<file path="src/rtl/pipe_ctrl_pkg.sv">
// Shared opcodes, FSM encoding and decode helpers for the pipeline stall/flush controller.
package pipe_ctrl_pkg;
  localparam logic [5:0] OP_HLT     = 6'b010001;
  localparam logic [5:0] OP_LD      = 6'b010100;
  localparam logic [3:0] JMP_PREFIX = 4'b0111;

  typedef enum logic [1:0] {
    RUN  = 2'd0,
    LDW  = 2'd1,
    JF   = 2'd2,
    HALT = 2'd3
  } seq_state_t;

  typedef struct packed {
    logic pc_en;
    logic ifid_en;
    logic ifid_flush;
    logic idex_bubble;
  } ctrl_t;

  localparam ctrl_t CTRL_RUN   = '{pc_en: 1'b1, ifid_en: 1'b1, ifid_flush: 1'b0, idex_bubble: 1'b0};
  localparam ctrl_t CTRL_STALL = '{pc_en: 1'b0, ifid_en: 1'b0, ifid_flush: 1'b0, idex_bubble: 1'b1};

  function automatic logic is_jmp(input logic [5:0] op);
    return op[5:2] == JMP_PREFIX;
  endfunction
endpackage

</file>
<file path="src/rtl/load_use_detect.sv">
// Load-use hazard comparator: the EX load writes a register that decode reads.
module load_use_detect #(
  parameter int REG_W = 5
) (
  input  logic             i_ex_ld,
  input  logic [REG_W-1:0] i_ex_rd,
  input  logic [REG_W-1:0] i_id_rs,
  input  logic [REG_W-1:0] i_id_rt,
  output logic             o_lu
);
  // Register 0 is hardwired, so a load into it never creates a dependency.
  assign o_lu = i_ex_ld && (i_ex_rd != '0) &&
                ((i_ex_rd == i_id_rs) || (i_ex_rd == i_id_rt));
endmodule

</file>
<file path="src/rtl/pipeline_sequencer.sv">
// Stall/flush sequencer for the 5-stage pipeline: load-use stalls, two-cycle jump
// flushes, halt/resume, and a saturating stall-cycle counter.
module pipeline_sequencer
  import pipe_ctrl_pkg::*;
#(
  parameter int REG_W = 5,
  parameter int CNT_W = 16
) (
  input  logic             clk,
  input  logic             reset,
  input  logic [5:0]       op,
  input  logic [REG_W-1:0] id_rs,
  input  logic [REG_W-1:0] id_rt,
  input  logic [REG_W-1:0] ex_rd,
  input  logic             ex_ld,
  input  logic             resume,
  output logic             pc_en,
  output logic             ifid_en,
  output logic             ifid_flush,
  output logic             idex_bubble,
  output logic             halted,
  output logic [CNT_W-1:0] stall_cnt
);
  seq_state_t       r_state;
  seq_state_t       w_next;
  ctrl_t            w_ctrl;
  logic             w_lu;
  logic             w_hlt;
  logic             w_jmp;
  logic [CNT_W-1:0] r_cnt;

  load_use_detect #(.REG_W(REG_W)) u_lu (
    .i_ex_ld (ex_ld),
    .i_ex_rd (ex_rd),
    .i_id_rs (id_rs),
    .i_id_rt (id_rt),
    .o_lu    (w_lu)
  );

  assign w_hlt = (op == OP_HLT);
  assign w_jmp = is_jmp(op);

  always_comb begin
    w_ctrl = CTRL_RUN;
    w_next = r_state;
    unique case (r_state)
      RUN, LDW: begin
        // LDW skips the LU check so the same load cannot stall twice.
        if (w_hlt) begin
          w_ctrl = CTRL_STALL;
          w_next = HALT;
        end else if (w_lu && r_state == RUN) begin
          w_ctrl = CTRL_STALL;
          w_next = LDW;
        end else if (w_jmp) begin
          w_ctrl.ifid_flush = 1'b1;
          w_next = JF;
        end else begin
          w_next = RUN;
        end
      end
      JF: begin
        w_ctrl.ifid_flush = 1'b1;
        w_next = RUN;
      end
      HALT: begin
        if (resume) begin
          w_ctrl.ifid_flush  = 1'b1;
          w_ctrl.idex_bubble = 1'b1;
          w_next = RUN;
        end else begin
          w_ctrl = CTRL_STALL;
        end
      end
      default: w_next = RUN;
    endcase
    if (!reset) begin
      w_ctrl = CTRL_STALL;
      w_next = RUN;
    end
  end

  always_ff @(posedge clk or negedge reset) begin
    if (!reset) begin
      r_state <= RUN;
      r_cnt   <= '0;
    end else begin
      r_state <= w_next;
      if (!w_ctrl.pc_en && r_cnt != '1) r_cnt <= r_cnt + 1'b1;
    end
  end

  assign pc_en       = w_ctrl.pc_en;
  assign ifid_en     = w_ctrl.ifid_en;
  assign ifid_flush  = w_ctrl.ifid_flush;
  assign idex_bubble = w_ctrl.idex_bubble;
  assign halted      = (r_state == HALT);
  assign stall_cnt   = r_cnt;
endmodule
</file>
<file path="config.mk">
export PLATFORM = sky130hd
export DESIGN_NAME = pipeline_sequencer
export DESIGN_NICKNAME = d
export VERILOG_FILES = /design/src/rtl/pipe_ctrl_pkg.sv /design/src/rtl/load_use_detect.sv /design/src/rtl/pipeline_sequencer.sv
export SDC_FILE = /design/constraint.sdc
export NUM_CORES = 1
export LEC_CHECK = 0
export BUFFER_PORTS_ARGS = -buffer_cell sky130_fd_sc_hd__buf_2
export CORE_AREA = 2 2 51 53
export CTS_BUF_LIST = sky130_fd_sc_hd__clkbuf_8
export CTS_CLUSTER_DIAMETER = 50
export DETAILED_ROUTE_END_ITERATION = 8
export DIE_AREA = 0 0 53 55
export PLACE_DENSITY_LB_ADDON = 0.15
export SLEW_MARGIN = 5
export SYNTH_ARGS = -nofsm -noshare
export SYNTH_HDL_FRONTEND = slang
export SYNTH_SLANG_ARGS = --single-unit
</file>
<file path="constraint.sdc">
create_clock -name clk -period 4.4 [get_ports clk]
set_input_delay 0.22 -clock clk [delete_from_list [all_inputs] [get_ports clk]]
set_output_delay 0.22 -clock clk [all_outputs]
set_load 0.01 [all_outputs]
</file>
; Word level (Yosys, flattened, before mapping)
; Cells that the tools add are included.
[classes]
eq_ne = 9
muxes = 17
addsub = 1
n_reduce_logical = 9
[op_table]
columns = op, count
row1 = "adder 16 x 1 -> 16 bit, second input constant", 1
row2 = two-way mux 2 bit, 8
row3 = "!= test 16 bit, second input constant", 1
row4 = equality test 5 bit, 2
row5 = two-way mux 4 bit, 2
row6 = "equality test 6 x 5 -> 1 bit, second input constant", 1
row7 = case mux 2 bit (3 select lines), 1
row8 = nonzero test 5 bit, 1
row9 = "equality test 2 bit, second input constant", 2
row10 = "equality test 4 x 3 -> 1 bit, second input constant", 1
row11 = logical AND 1 bit, 4
row12 = case mux 2 bit (2 select lines), 1
row13 = two-way mux 1 bit, 3
row14 = "!= test 3 bit, second input constant", 1
row15 = case mux 1 bit (3 select lines), 1
row16 = "equality test 2 x 1 -> 1 bit, second input constant", 1
row17 = logical NOT 2 bit, 1
row18 = case mux 1 bit (2 select lines), 1
row19 = OR reduction 2 bit, 1
row20 = logical NOT 1 bit, 1
row21 = logical OR 1 bit, 1
[word_totals]
output_inout_bits = 21
elab_cells = 38
reg_bits = 18
inputBits = 25

; Longest topological paths before layout
; Gate-level depths: netlist of run 1.
[depth]
ltp_word = 10
depth_mapped = 7
ltp_nobuf = 6

; Cells and area by module
; From an unflattened synthesis of run 1, not the netlist that was laid out.
[unflattened]
cells_unflattened = 113
area_unflattened_um2 = 1081.0
[by_module_without_submodules]
columns = mod, instances, seq_area_each_um2, cells_each, area_each_um2
row1 = pipeline_sequencer, 1, 450.4, 96, 955.9
row2 = load_use_detect, 1, 0.0, 17, 125.1

; Worst setup path before layout of run 1
; OpenSTA, ideal clock, no wires.
[synth_path]
path_kind = in2reg
from = input port op[1]
to = register r_cnt[15], in the netlist stall_cnt[15]
arrival_time_ns = 2.018
n_path_buf = 0
setup_slack_ns = 2.303
required_ns = 4.321
setup_time_ns = 0.079
cell_stages = 6
path_cell_list = or4b_1 > or3_1 > o211a_2 > or4_4 > nor3_2 > xor2_1
[synth_via]
elab_chain_len = 6
[synth_lines]
columns = item, line_no
row1 = start: declaration, pipeline_sequencer.sv:11  ; input logic [5:0] op,
row2 = equality test 6 x 5 -> 1 bit, pipeline_sequencer.sv:40  ; assign w_hlt = (op == OP_HLT);
row3 = two-way mux 4 bit, pipeline_sequencer.sv:49  ; if (w_hlt) begin
row4 = case mux 2 bit (2 select lines), pipeline_sequencer.sv:46  ; unique case (r_state)
row5 = two-way mux 4 bit, pipeline_sequencer.sv:77  ; if (!reset) begin
row6 = logical NOT 1 bit, pipeline_sequencer.sv:89  ; if (!w_ctrl.pc_en && r_cnt != '1) r_cnt <= r_cnt + 1'b1;
row7 = logical AND 1 bit, pipeline_sequencer.sv:89
row8 = end signal: assignment, pipeline_sequencer.sv:89
row9 = end: declaration, pipeline_sequencer.sv:30  ; logic [CNT_W-1:0] r_cnt;
; No other way between the ends.
; A chain may end at the register's enable or synchronous reset.

; Worst setup path after layout of run 1
[layout_path]
from = input port reset
to = output port ifid_flush
[layout_via]
elab_chain_len = 1
[layout_lines]
columns = item, line_no
row1 = start: declaration, pipeline_sequencer.sv:10  ; input logic reset,
row2 = two-way mux 4 bit, pipeline_sequencer.sv:77
row3 = end: declaration, pipeline_sequencer.sv:19  ; output logic ifid_flush,
; No other way between the ends.

==> impl_table.tex, run 1 <==
\begin{tabular}{lr}
\hline
Metric & Value \\
\hline
\multicolumn{2}{l}{\textbf{Floorplan}} \\
\quad Total I/O pin count & 46 \\
\quad Area of the die & 2920 sq um \\
\quad Std-Cell Rows & 18 \\
\quad Horizontal extent of the die & 53 um \\
\quad Std-Cell Core Area & 2360 sq um \\
\quad Initial standard-cell utilization of the core & 0.479 \\
\quad Chip Height & 55 um \\
\multicolumn{2}{l}{\textbf{Route}} \\
\quad Met3 routed WL & 124 um \\
\quad Routed Antenna Nets & 0 \\
\quad Initial drt markers & 13 \\
\quad DRC & 0 \\
\quad Wirelength, routed & 2460 um \\
\quad Highest routed metal layer & met4 \\
\quad Pre-Repair DR Iteration Count & 4 \\
\quad Via/cell ratio & 5.38 \\
\quad Wire length on met1 & 1140 um \\
\quad Vias & 1081 \\
\quad WL/cell & 12.2 um \\
\quad WL met2 & 1190 um \\
\multicolumn{2}{l}{\textbf{Clock network}} \\
\quad Cell chosen for the clock root & sky130\_fd\_sc\_hd\_\_clkbuf\_8 \\
\quad TritonCTS buffer count & 3 \\
\quad Clock transition at the registers of the reported paths & 0.06 ns \\
\quad Post-CTS setup buffers & 0 \\
\quad Count of clock tree sinks & 18 \\
\quad Clock H-tree levels & 1 \\
\quad Bufs on Longest Clock Path & 2 \\
\quad Insertion delay to the later sink of the worst-skew pair & 0.25 ns \\
\quad Clock tree from TritonCTS & yes \\
\multicolumn{2}{l}{\textbf{Placement}} \\
\quad Placed wire-length estimate & 1900 um \\
\quad Port Buf Inserts & 45 \\
\quad Gp weighted congestion & 0.866 \\
\quad Worst Setup Slack post-DPL & 2.06 ns \\
\multicolumn{2}{l}{\textbf{Setup path}} \\
\quad Worst R2R Setup Slack & 2.39 ns \\
\quad Worst Path Class, Setup & in2out \\
\quad Crit path buffers/inverters & 3 \\
\quad Max incr delay on CP & 0.52 ns \\
\quad Critical path data arrival time & 2.13 ns \\
\quad R2R Path Start & stall\_cnt[3] \\
\quad Chain of cells forming the critical path & dlygate4sd3\_1 > buf\_2 > o21a\_1 > o211a\_2 > nand2b\_1 > o21a\_1 > buf\_2 \\
\quad Maximum fanout along the worst path & 23 \\
\quad Endpoint of the most critical register-to-register path & stall\_cnt[1] \\
\quad CP Capture Type & primary output \\
\quad Top delay family on crit path & buffers and inverters \\
\quad Standard cell with the maximum stage delay on the critical path & sky130\_fd\_sc\_hd\_\_dlygate4sd3\_1 \\
\quad Number of cell instances on the worst register-to-register path & 6 \\
\quad Type of origin of the critical path & primary input \\
\quad Endpoint required time on the critical path & 4.18 ns \\
\multicolumn{2}{l}{\textbf{Power}} \\
\quad Post-layout total power & 0.637 mW \\
\quad Cell internal power dissipation & 0.392 mW \\
\quad Leak Pwr & 0.645 nW \\
\quad Combinational share of power & 0.366 \\
\quad Psw & 0.245 mW \\
\quad P per Cell Area & 443 nW/um\^{}2 \\
\quad Switching Fraction & 0.385 \\
\quad Portion of total power attributed to sequential cells & 0.462 \\
\quad Maximum resistive drop on vdd & 0.361 mV \\
\quad Clock share of power & 0.172 \\
\multicolumn{2}{l}{\textbf{Synth}} \\
\quad Share of the synthesized area in the top cell type & 0.397 \\
\quad Cell types with the largest area share after synthesis & sky130\_fd\_sc\_hd\_\_dfrtp\_1 40\%, sky130\_fd\_sc\_hd\_\_xor2\_1 14\%, sky130\_fd\_sc\_hd\_\_nor4\_1 5.5\%, sky130\_fd\_sc\_hd\_\_xnor2\_1 4.6\%, sky130\_fd\_sc\_hd\_\_nand2\_1 4.3\% \\
\quad Number of warning messages in the yosys log & 0 \\
\quad Most area-hungry cell type in the Yosys netlist & sky130\_fd\_sc\_hd\_\_dfrtp\_1 \\
\quad Part of the Yosys area used for sequential elements & 0.397 \\
\quad Synth cell types & 30 \\
\quad Ranking of synthesized cells by instance count & 18 x sky130\_fd\_sc\_hd\_\_dfrtp\_1, 18 x sky130\_fd\_sc\_hd\_\_xor2\_1, 13 x sky130\_fd\_sc\_hd\_\_nand2\_1 \\
\quad Synthesis-stage register bit count & 18 \\
\quad Synthesized Nets & 151 \\
\quad Async set-or-reset flop fraction in the synthesized netlist & 1.00 \\
\quad Flip-flop cell with the highest count after synthesis & sky130\_fd\_sc\_hd\_\_dfrtp\_1 \\
\quad Post-Syn Area per Cell & 9.07 sq um \\
\quad Combined area of all synthesized cells & 1130 sq um \\
\quad Number of enable-type register cells in the synthesized netlist & 0 \\
\quad Post-Synthesis Cells & 125 \\
\multicolumn{2}{l}{\textbf{Layout}} \\
\quad Area Growth Syn to Fin & 26.7\% \\
\quad Register cell area after layout & 450 sq um \\
\quad Diode insertion count for antenna repair & 0 \\
\quad Share of final-layout standard cells stronger than drive strength 1 & 0.322 \\
\quad FILL cells & 235 \\
\quad Number of nets in the layout & 199 \\
\quad Utilization after layout & 0.607 \\
\quad Multi-input combinational cell area & 653 sq um \\
\multicolumn{2}{l}{\textbf{Global routing}} \\
\quad GRT Resource Usage Total & 0.190 \\
\quad Number of antenna violations at the first check in global routing & 0 \\
\quad Via count of the first global-routing pass & 976 \\
\quad First-pass GRT wire length & 4120 um \\
\quad Leftover overflow at the end of global routing & 0 \\
\quad Maximum number of pins on one net before global-route repair & 24 \\
\multicolumn{2}{l}{\textbf{Run}} \\
\quad Number of max-capacitance violations reported & 0 \\
\multicolumn{2}{l}{\textbf{Hold path}} \\
\quad Min-Delay Path Depth & 5 \\
\quad Worst Hold Launch & op[2] \\
\quad Tightest Hold Check Type & in2reg \\
\quad Hold worst-path end & r\_state[1] \\
\multicolumn{2}{l}{\textbf{STA}} \\
\quad Skew final & 0.00157 ns \\
\quad Relative slew slack & 0.694 \\
\quad Count of endpoints failing setup in the final report & 0 \\
\quad Period minus WS final & 2.35 ns \\
\quad Final Slew Violations & 0 \\
\quad Upper clock frequency limit & 0.425 GHz \\
\quad Hold Violations, Final & 0 \\
\quad Transition at the pin with the smallest max-transition slack & 0.459 ns \\
\quad Setup repair after global routing missed its margin & no \\
\quad Total negative slack & 0 ns \\
\quad Setup WS post-layout & 2.05 ns \\
\quad Period Utilization, post-route & 0.535 \\
\multicolumn{2}{l}{\textbf{Run status}} \\
\quad Outcome & complete, no violations \\
\hline
\end{tabular}
[layout make-up]
cell class	instances	share of cell area
tap	30	0.0261
timing repair buffer	47	0.169
inverter	3	0.00784
multi-input combinational	100	0.455
clock buffer	3	0.0287
sequential	18	0.314
[through the flow]
stage                     std cells  hold WS [ns]  instance area, sq um
after floorplan                 125       -0.0756                  1130
after global placement          197         0.191                  1390
after detailed placement        197         0.196                  1390
final                           201         0.300                  1440
after CTS                       201         0.296                  1440
after global routing            201         0.345                  1440
[sequential cells by signal, indices dropped and copies added (netlist names)]
signal,count
stall_cnt,16
r_state,2
[power groups by stage]
stage	clock network (mW)	logic (mW)	registers, mW
5_1_grt	0.119	0.259	0.307
3_5_place_dp	0	0.234	0.297
6_report	0.110	0.233	0.294
2_1_floorplan	0	0.111	0.314
4_1_cts	0.114	0.236	0.295
3_3_place_gp	0	0.229	0.295
[worst max-delay path by stage]
stage,startpoint,endpoint,slack [ns],cells after the start
floorplan,op[1],stall_cnt[15],2.30,6
global placement,op[1],stall_cnt[15],2.10,7
detailed placement,op[1],stall_cnt[13],2.06,7
CTS,reset,ifid_flush,2.01,7
global route,reset,ifid_flush,1.87,7
finish,reset,ifid_flush,2.05,7
[cells in the final DEF (no fill, tap or decap)]
cell	Yosys	layout
sky130_fd_sc_hd__o21ai_0	2	2
sky130_fd_sc_hd__dlygate4sd3_1	0	1
sky130_fd_sc_hd__buf_4	1	1
sky130_fd_sc_hd__dfrtp_1	18	18
sky130_fd_sc_hd__clkbuf_8	0	3
sky130_fd_sc_hd__nand4_1	4	4
sky130_fd_sc_hd__nor4_1	10	10
sky130_fd_sc_hd__o21a_1	2	2
sky130_fd_sc_hd__and3_1	2	2
sky130_fd_sc_hd__or2_2	1	1
sky130_fd_sc_hd__nor2_1	9	9
sky130_fd_sc_hd__o211ai_1	2	2
sky130_fd_sc_hd__xor2_1	18	18
sky130_fd_sc_hd__nand2b_1	2	2
sky130_fd_sc_hd__nand3_1	9	9
sky130_fd_sc_hd__o211a_2	1	1
sky130_fd_sc_hd__buf_2	0	45
sky130_fd_sc_hd__nand2_1	13	13
sky130_fd_sc_hd__ha_1	1	1
sky130_fd_sc_hd__a21oi_1	2	2
sky130_fd_sc_hd__nor2b_1	1	1
sky130_fd_sc_hd__mux2_2	2	2
sky130_fd_sc_hd__nor3_1	4	4
sky130_fd_sc_hd__or4b_1	1	1
sky130_fd_sc_hd__nor3_2	1	1
sky130_fd_sc_hd__or4_1	2	2
sky130_fd_sc_hd__inv_1	3	3
sky130_fd_sc_hd__or3_1	2	2
sky130_fd_sc_hd__or4_4	1	1
sky130_fd_sc_hd__nor4b_1	1	1
sky130_fd_sc_hd__a22oi_1	1	1
sky130_fd_sc_hd__xnor2_1	6	6
[timing repair]
item / in CTS / in global routing
gates resized for setup: 0 / 0
endpoints found under the hold margin: 18 / 0
hold buffers: 1 / 0
[logic make-up after synthesis]
kind of cell	synth area share
AND/OR/NAND/NOR	0.300
flip-flops	0.397
AO/OA/AOI/OAI	0.0596
XOR/XNOR	0.185
adder cells (fa/ha/maj)	0.0110
buffers and inverters	0.0265
multiplexers	0.0199
[layer usage]
metal  vias to the layer above  GRT usage
met2                        25      0.329
met5                         -          0
li1                        541          -
met1                       513      0.245
met3                         2     0.0511
met4                         0     0.0214
[worst register-to-register path, delay by kind of cell (launching register included)]
family / cells / cell delay (ns)
buffers and inverters: 1 / 0.23
flip-flops: 1 / 0.44
multiplexers: 1 / 0.29
AND/OR/NAND/NOR: 4 / 0.95
No activity file was read; power rests on OpenSTA's default activity.
==> run 2: changes to the inputs <==
--- a/config.mk
+++ b/config.mk
@@ -5,12 +5,13 @@
 export SDC_FILE = /design/constraint.sdc
 export NUM_CORES = 1
 export LEC_CHECK = 0
+export ABC_AREA = 1
 export BUFFER_PORTS_ARGS = -buffer_cell sky130_fd_sc_hd__buf_2
-export CORE_AREA = 2 2 51 53
+export CORE_AREA = 2 2 57 59
 export CTS_BUF_LIST = sky130_fd_sc_hd__clkbuf_8
 export CTS_CLUSTER_DIAMETER = 50
 export DETAILED_ROUTE_END_ITERATION = 8
-export DIE_AREA = 0 0 53 55
+export DIE_AREA = 0 0 59 61
 export PLACE_DENSITY_LB_ADDON = 0.15
 export SLEW_MARGIN = 5
 export SYNTH_ARGS = -nofsm -noshare
==> constraint.sdc (replaced) <==
create_clock -name clk -period 1.95 [get_ports clk]
set_input_delay 0.0975 -clock clk [delete_from_list [all_inputs] [get_ports clk]]
set_output_delay 0.0975 -clock clk [all_outputs]
set_load 0.01 [all_outputs]
==> run 2 against run 1 <==
Net effect:
- largest power group unchanged
- synthesized cell count grew 55%
- combinational power rose by 27%
- cell count increased by 37%
- first-iteration DRC count rose to 2.5 times the previous value
- clock power increased by 130%
- sequential power increased by 64%
- worst hold slack got worse by 0.15 ns
- critical endpoint is now stall_cnt[4]
- design area grew 15%
- die area up 23%
- setup slack lost 1.9 ns
- count of clock-buffer cells in the layout is the same
- global-route usage down 1.9 points
==> impl_table.tex, run 2 <==
\begin{tabular}{lr}
\hline
Metric & Value \\
\hline
\multicolumn{2}{l}{\textbf{Setup path}} \\
\quad CP Capture Type & register \\
\quad Endpoint required time on the critical path & 2.09 ns \\
\quad Critical path data arrival time & 1.90 ns \\
\quad Max incr delay on CP & 0.40 ns \\
\quad Chain of cells forming the critical path & ha\_1 > nand3\_2 > nor2\_4 > nand3\_2 > nor2\_4 > nand4\_2 > nand3\_1 > nand2\_1 \\
\quad Type of origin of the critical path & register \\
\quad Endpoint of the most critical register-to-register path & stall\_cnt[4] \\
\quad R2R Path Start & stall\_cnt[0] \\
\quad Worst Path Class, Setup & reg2reg \\
\quad Standard cell with the maximum stage delay on the critical path & sky130\_fd\_sc\_hd\_\_dfrtp\_1 \\
\quad Number of cell instances on the worst register-to-register path & 8 \\
\quad Worst R2R Setup Slack & 0.19 ns \\
\quad Maximum fanout along the worst path & 8 \\
\multicolumn{2}{l}{\textbf{STA}} \\
\quad Count of endpoints failing setup in the final report & 0 \\
\quad Hold Violations, Final & 0 \\
\quad Transition at the pin with the smallest max-transition slack & 0.611 ns \\
\quad Period Utilization, post-route & 0.903 \\
\quad Final Slew Violations & 0 \\
\quad Total negative slack & 0 ns \\
\quad Period minus WS final & 1.76 ns \\
\quad Upper clock frequency limit & 0.568 GHz \\
\quad Skew final & 0.00167 ns \\
\quad Relative slew slack & 0.589 \\
\quad Setup repair after global routing missed its margin & no \\
\multicolumn{2}{l}{\textbf{Layout}} \\
\quad Commonest non-fill, non-tap cell in the layout & sky130\_fd\_sc\_hd\_\_nand2\_1 \\
\quad Area Growth Syn to Fin & 23.5\% \\
\quad Number of standard cells in the layout, taps in and fillers out & 275 \\
\quad Number of nets in the layout & 270 \\
\quad Highest-count cells in the layout ignoring fill and taps & 74 x sky130\_fd\_sc\_hd\_\_nand2\_1, 45 x sky130\_fd\_sc\_hd\_\_buf\_2, 23 x sky130\_fd\_sc\_hd\_\_nand3\_1 \\
\quad Share of final-layout standard cells stronger than drive strength 1 & 0.269 \\
\quad Flip-flop count of the largest register, all copies and words added & 16 \\
\quad Area of all placed cells without fillers & 1660 sq um \\
\quad Multi-input combinational cell area & 785 sq um \\
\quad Diode insertion count for antenna repair & 0 \\
\quad Register cell area after layout & 450 sq um \\
\quad Utilization after layout & 0.561 \\
\quad FILL cells & 307 \\
\multicolumn{2}{l}{\textbf{Global routing}} \\
\quad Most utilized layer in the global route result & met2 \\
\quad Leftover overflow at the end of global routing & 0 \\
\quad Number of antenna violations at the first check in global routing & 0 \\
\quad GRT Resource Usage Total & 0.171 \\
\quad Via count of the first global-routing pass & 1103 \\
\quad First-pass GRT wire length & 4640 um \\
\quad Maximum number of pins on one net before global-route repair & 21 \\
\quad Met1 Use GR & 0.217 \\
\quad Met3 layer usage reported by global route & 0.0277 \\
\quad Grt met2 use & 0.286 \\
\multicolumn{2}{l}{\textbf{Power}} \\
\quad Post-layout total power & 1.04 mW \\
\quad Maximum resistive drop on vdd & 0.545 mV \\
\quad Leak Pwr & 0.969 nW \\
\quad P per Cell Area & 624 nW/um\^{}2 \\
\multicolumn{2}{l}{\textbf{Placement}} \\
\quad Placed Instances & 270 \\
\quad Placed instance area & 1590 sq um \\
\quad Gp weighted congestion & 0.801 \\
\quad Placed wire-length estimate & 2230 um \\
\quad Port Buf Inserts & 45 \\
\multicolumn{2}{l}{\textbf{Route}} \\
\quad Wirelength, routed & 2870 um \\
\quad Via/cell ratio & 4.81 \\
\quad Initial drt markers & 33 \\
\quad Routed Antenna Nets & 0 \\
\quad DRC & 0 \\
\quad Pre-Repair DR Iteration Count & 4 \\
\quad Vias & 1322 \\
\quad WL/cell & 10.5 um \\
\multicolumn{2}{l}{\textbf{Synth}} \\
\quad Number of enable-type register cells in the synthesized netlist & 0 \\
\quad Cell types with the largest area share after synthesis & sky130\_fd\_sc\_hd\_\_dfrtp\_1 34\%, sky130\_fd\_sc\_hd\_\_nand2\_1 21\%, sky130\_fd\_sc\_hd\_\_nand3\_1 8.6\%, sky130\_fd\_sc\_hd\_\_xnor2\_1 5.2\%, sky130\_fd\_sc\_hd\_\_inv\_1 5.0\% \\
\quad Share of the synthesized area in the top cell type & 0.336 \\
\quad Ranking of synthesized cells by instance count & 74 x sky130\_fd\_sc\_hd\_\_nand2\_1, 23 x sky130\_fd\_sc\_hd\_\_nand3\_1, 18 x sky130\_fd\_sc\_hd\_\_dfrtp\_1, 18 x sky130\_fd\_sc\_hd\_\_inv\_1, 15 x sky130\_fd\_sc\_hd\_\_nor2\_1 \\
\quad Part of the Yosys area used for sequential elements & 0.336 \\
\quad Combined area of all synthesized cells & 1340 sq um \\
\quad Post-Synthesis Cells & 194 \\
\quad Most area-hungry cell type in the Yosys netlist & sky130\_fd\_sc\_hd\_\_dfrtp\_1 \\
\quad Number of warning messages in the yosys log & 0 \\
\quad Post-Syn Area per Cell & 6.92 sq um \\
\quad Synthesis-stage register bit count & 18 \\
\quad Most common cell in the synthesized netlist & sky130\_fd\_sc\_hd\_\_nand2\_1 \\
\quad Synthesized Nets & 220 \\
\quad Synth cell types & 26 \\
\quad Async set-or-reset flop fraction in the synthesized netlist & 1.00 \\
\quad Flip-flop cell with the highest count after synthesis & sky130\_fd\_sc\_hd\_\_dfrtp\_1 \\
\multicolumn{2}{l}{\textbf{Floorplan}} \\
\quad Area of the die & 3600 sq um \\
\quad Std-Cell Rows & 20 \\
\quad Initial standard-cell utilization of the core & 0.455 \\
\quad Horizontal extent of the die & 59 um \\
\quad Std-Cell Core Area & 2950 sq um \\
\quad Chip Height & 61 um \\
\quad Total I/O pin count & 46 \\
\multicolumn{2}{l}{\textbf{Clock network}} \\
\quad Clock H-tree levels & 1 \\
\quad TritonCTS buffer count & 3 \\
\quad Insertion delay to the later sink of the worst-skew pair & 0.25 ns \\
\quad Cell chosen for the clock root & sky130\_fd\_sc\_hd\_\_clkbuf\_8 \\
\quad Bufs on Longest Clock Path & 2 \\
\quad Count of clock tree sinks & 18 \\
\quad Clock tree from TritonCTS & yes \\
\quad Clock transition at the registers of the reported paths & 0.06 ns \\
\multicolumn{2}{l}{\textbf{Hold path}} \\
\quad Min-Delay Path Depth & 3 \\
\quad Hold worst-path end & r\_state[0] \\
\quad Worst Hold Launch & resume \\
\quad Tightest Hold Check Type & in2reg \\
\multicolumn{2}{l}{\textbf{Run}} \\
\quad Number of max-capacitance violations reported & 0 \\
\multicolumn{2}{l}{\textbf{Run status}} \\
\quad Outcome & complete, no violations \\
\hline
\end{tabular}
## run 2: changes by cell type after synthesis, moves of 3 or more
cell,before,now
sky130_fd_sc_hd__nand2_1,13,74
sky130_fd_sc_hd__inv_1,3,18
sky130_fd_sc_hd__nand3_1,9,23
sky130_fd_sc_hd__xor2_1,18,7
sky130_fd_sc_hd__nor4_1,10,3
sky130_fd_sc_hd__nor2_1,9,15
sky130_fd_sc_hd__buf_6,0,3
sky130_fd_sc_hd__clkbuf_1,3,0
sky130_fd_sc_hd__inv_2,0,3
sky130_fd_sc_hd__nand3_2,0,3
sky130_fd_sc_hd__nand4_1,4,1
## run 2: final cells by class
cell class              instances  share of cell area
clock buffers                   3              0.0249
inverters                      22              0.0498
well taps                      33              0.0249
flip-flops and latches         18               0.272
repair buffers                 49               0.155
multi-input cells             150               0.473
## run 2: what timing repair did
action | in CTS | in global routing
hold endpoints to repair | 18 | 0
hold buffers | 1 | 0
setup buffers | 0 | 0
setup endpoints to repair | 0 | 15
gates resized for setup | 0 | 1
## run 2: per-layer routing
layer / wire, um / share of wire / up-vias
met5: 0 / 0 / -
met4: 49 / 0.017 / 0
met3: 112 / 0.039 / 4
met2: 1290 / 0.45 / 34
met1: 1430 / 0.50 / 571
li1: - / - / 713
## run 2: how the worst max path moves through the flow
stage	start	end	slack [ns]
final	stall_cnt[0]	stall_cnt[4]	0.19
after global routing	stall_cnt[0]	stall_cnt[0]	0.01
after CTS	stall_cnt[0]	stall_cnt[7]	0.08
after detailed placement	stall_cnt[0]	stall_cnt[7]	0.10
after global placement	stall_cnt[0]	stall_cnt[1]	0.15
after floorplan	stall_cnt[0]	stall_cnt[10]	0.26
## run 2: logic make-up after synthesis
group	after synthesis	share of synthesized area
buffers and inverters	27	0.0960
XOR/XNOR	15	0.0979
adder cells (fa/ha/maj)	1	0.00932
AND/OR/NAND/NOR	129	0.444
flip-flops	18	0.336
AO/OA/AOI/OAI	4	0.0177
## run 2: report_power, final
part           switching, mW  internal, mW  total [mW]
logic                  0.163         0.134       0.297
registers             0.0621         0.421       0.483
clock network          0.118         0.137       0.255
## run 2: worst max-delay path: cells and delay by family, from the launching register on
family	cells	cell delay, ns
AND/OR/NAND/NOR	7	1.04
flip-flops	1	0.40
adder cells (fa/ha/maj)	1	0.21
## run 2: per-stage QoR
| stage | hold slack, ns | setup WS, ns |
|---|---|---|
| global route | 0.146 | 0.0111 |
| CTS | 0.143 | 0.0800 |
| floorplan | -0.198 | 0.259 |
| detailed placement | 0.141 | 0.103 |
| finish | 0.146 | 0.189 |
| global placement | 0.141 | 0.147 |
==> run 3: changes to the inputs <==
--- a/config.mk
+++ b/config.mk
@@ -6,7 +6,7 @@
 export NUM_CORES = 1
 export LEC_CHECK = 0
 export ABC_AREA = 1
-export BUFFER_PORTS_ARGS = -buffer_cell sky130_fd_sc_hd__buf_2
+export BUFFER_PORTS_ARGS = -buffer_cell sky130_fd_sc_hd__buf_4
 export CORE_AREA = 2 2 57 59
 export CTS_BUF_LIST = sky130_fd_sc_hd__clkbuf_8
 export CTS_CLUSTER_DIAMETER = 50
==> run 3 against run 2 <==
Net effect:
- clock power shrank 2%
- flip-flop and latch count is the same
- critical endpoint is now stall_cnt[2]
- via count grew 1.1%
- highest routed layer unchanged
==> impl_table.tex, run 3 (synthesis results as in run 2) <==
\begin{tabular}{lr}
\hline
Metric & Value \\
\hline
\multicolumn{2}{l}{\textbf{Run status}} \\
\quad Outcome & complete, no violations \\
\multicolumn{2}{l}{\textbf{Setup path}} \\
\quad First element of the critical path & stall\_cnt[1] \\
\quad Endpoint of the most critical register-to-register path & stall\_cnt[2] \\
\quad Top delay family on crit path & simple AND/OR/NAND/NOR gates \\
\quad Standard cell with the maximum stage delay on the critical path & sky130\_fd\_sc\_hd\_\_dfrtp\_1 \\
\quad Critical Path Stages & 9 \\
\quad Worst R2R Setup Slack & 0.14 ns \\
\quad Chain of cells forming the critical path & ha\_1 > nand3\_2 > nor2\_4 > nand3\_2 > nor2\_4 > nand4\_4 > buf\_4 > nand3\_1 > nand2\_1 \\
\quad Worst Path Class, Setup & reg2reg \\
\quad R2R Path Start & stall\_cnt[1] \\
\quad End of the critical path & stall\_cnt[2] \\
\quad Number of cell instances on the worst register-to-register path & 9 \\
\quad Type of origin of the critical path & register \\
\quad Maximum fanout along the worst path & 7 \\
\quad Critical path data arrival time & 1.95 ns \\
\quad Endpoint required time on the critical path & 2.09 ns \\
\quad Max incr delay on CP & 0.39 ns \\
\quad Crit path buffers/inverters & 1 \\
\quad CP Capture Type & register \\
\multicolumn{2}{l}{\textbf{Clock network}} \\
\quad Clock tree from TritonCTS & yes \\
\quad Bufs on Longest Clock Path & 2 \\
\quad Clock transition at the registers of the reported paths & 0.06 ns \\
\quad TritonCTS buffer count & 3 \\
\quad Insertion delay to the later sink of the worst-skew pair & 0.25 ns \\
\quad Cell chosen for the clock root & sky130\_fd\_sc\_hd\_\_clkbuf\_8 \\
\quad Count of clock tree sinks & 18 \\
\quad Clock H-tree levels & 1 \\
\multicolumn{2}{l}{\textbf{Layout}} \\
\quad Number of standard cells in the layout, taps in and fillers out & 277 \\
\quad Area Growth Syn to Fin & 33.6\% \\
\quad Commonest non-fill, non-tap cell in the layout & sky130\_fd\_sc\_hd\_\_nand2\_1 \\
\quad Flip-flop count of the largest register, all copies and words added & 16 \\
\quad Utilization after layout & 0.607 \\
\quad Number of nets in the layout & 272 \\
\quad Share of final-layout standard cells stronger than drive strength 1 & 0.275 \\
\quad Diode insertion count for antenna repair & 0 \\
\quad Highest-count cells in the layout ignoring fill and taps & 74 x sky130\_fd\_sc\_hd\_\_nand2\_1, 50 x sky130\_fd\_sc\_hd\_\_buf\_4, 23 x sky130\_fd\_sc\_hd\_\_nand3\_1 \\
\multicolumn{2}{l}{\textbf{Run}} \\
\quad Number of max-capacitance violations reported & 0 \\
\multicolumn{2}{l}{\textbf{Placement}} \\
\quad Placed wire-length estimate & 2300 um \\
\quad Port Buf Inserts & 45 \\
\quad Gp weighted congestion & 0.799 \\
\quad Placed Instances & 270 \\
\quad Worst Setup Slack post-DPL & 0.0964 ns \\
\multicolumn{2}{l}{\textbf{STA}} \\
\quad Upper clock frequency limit & 0.552 GHz \\
\quad Period minus WS final & 1.81 ns \\
\quad Setup WS post-layout & 0.139 ns \\
\quad Count of endpoints failing setup in the final report & 0 \\
\quad Final Slew Violations & 0 \\
\quad Skew final & 0.00142 ns \\
\quad Relative slew slack & 0.711 \\
\quad Period Utilization, post-route & 0.929 \\
\quad Worst hold slack & 0.151 ns \\
\quad Hold Violations, Final & 0 \\
\quad Transition at the pin with the smallest max-transition slack & 0.430 ns \\
\multicolumn{2}{l}{\textbf{Power}} \\
\quad Maximum resistive drop on vdd & 0.626 mV \\
\quad Leak Pwr & 1.00 nW \\
\quad P per Cell Area & 602 nW/um\^{}2 \\
\multicolumn{2}{l}{\textbf{Route}} \\
\quad Highest routed metal layer & met4 \\
\quad Pre-Repair DR Iteration Count & 4 \\
\quad WL met2 & 1370 um \\
\quad DRC & 0 \\
\quad Wirelength, routed & 2990 um \\
\quad Initial drt markers & 31 \\
\quad Vias & 1337 \\
\quad Routed Antenna Nets & 0 \\
\quad Via/cell ratio & 4.83 \\
\quad WL/cell & 10.8 um \\
\quad Wire length on met1 & 1430 um \\
\quad Met3 routed WL & 138 um \\
\multicolumn{2}{l}{\textbf{Global routing}} \\
\quad Leftover overflow at the end of global routing & 0 \\
\quad Maximum number of pins on one net before global-route repair & 21 \\
\quad Via count of the first global-routing pass & 1147 \\
\quad GRT Resource Usage Total & 0.183 \\
\quad Number of antenna violations at the first check in global routing & 0 \\
\quad First-pass GRT wire length & 4970 um \\
\multicolumn{2}{l}{\textbf{Hold path}} \\
\quad Min-Delay Path Depth & 3 \\
\quad Tightest Hold Check Type & in2reg \\
\multicolumn{2}{l}{\textbf{Floorplan}} \\
\quad Chip Height & 61 um \\
\quad Std-Cell Rows & 20 \\
\quad Area of the die & 3600 sq um \\
\quad Std-Cell Core Area & 2950 sq um \\
\quad Total I/O pin count & 46 \\
\quad Initial standard-cell utilization of the core & 0.455 \\
\quad Horizontal extent of the die & 59 um \\
\hline
\end{tabular}
run 3: worst register-to-register path: stages, from the launching register on:
cell and delay [ns]:
sky130_fd_sc_hd__dfrtp_1 0.39, sky130_fd_sc_hd__ha_1 0.21, sky130_fd_sc_hd__nand3_2 0.13, sky130_fd_sc_hd__nor2_4 0.14, sky130_fd_sc_hd__nand3_2 0.13, sky130_fd_sc_hd__nor2_4 0.15
sky130_fd_sc_hd__nand4_4 0.19, sky130_fd_sc_hd__buf_4 0.23, sky130_fd_sc_hd__nand3_1 0.08, sky130_fd_sc_hd__nand2_1 0.07
run 3: report_power, final:
group	switching (mW)	leakage (nW)	internal (mW)	total, mW
Sequential	0.0621	0.245	0.421	0.483
Combinational	0.168	0.737	0.177	0.345
Clock	0.114	0.0216	0.137	0.251
Total	0.344	1.00	0.736	1.08
run 3: final cells by class:
type	count	area, sq um
Fill cell	313	1160
Multi-Input combinational cell	149	772
Sequential cell	18	450
Timing Repair Buffer	52	405
Inverter	22	82.6
Clock buffer	3	41.3
Tap cell	33	41.3
run 3: timing repair:
item,CTS,global route
resized for setup,0,1
endpoints found under the hold margin,18,0
endpoints found under the setup margin,0,15
setup buffers,0,3
hold buffers,1,0
run 3: worst min path at each step:
stage | startpoint | endpoint | slack [ns]
2_1_floorplan | reset | r_state[0] | -0.20
3_3_place_gp | reset | stall_cnt[6] | 0.11
3_5_place_dp | reset | stall_cnt[6] | 0.11
4_1_cts | resume | r_state[1] | 0.15
5_1_grt | resume | r_state[1] | 0.15
6_report | resume | r_state[0] | 0.15
run 3: metal layers:
layer	vias up	global-route usage
li1	712	-
met1	591	0.249
met2	29	0.294
met3	5	0.0235
met4	0	0.0779
met5	-	0
run 3: stage by stage:
stage                     setup TNS, ns  total power [mW]  instance area (sq um)
after global placement                0             0.826                   1700
after detailed placement              0             0.827                   1700
after CTS                             0              1.09                   1750
after floorplan                       0             0.672                   1340
final                                 0              1.08                   1790
after global routing            -0.0349              1.15                   1790
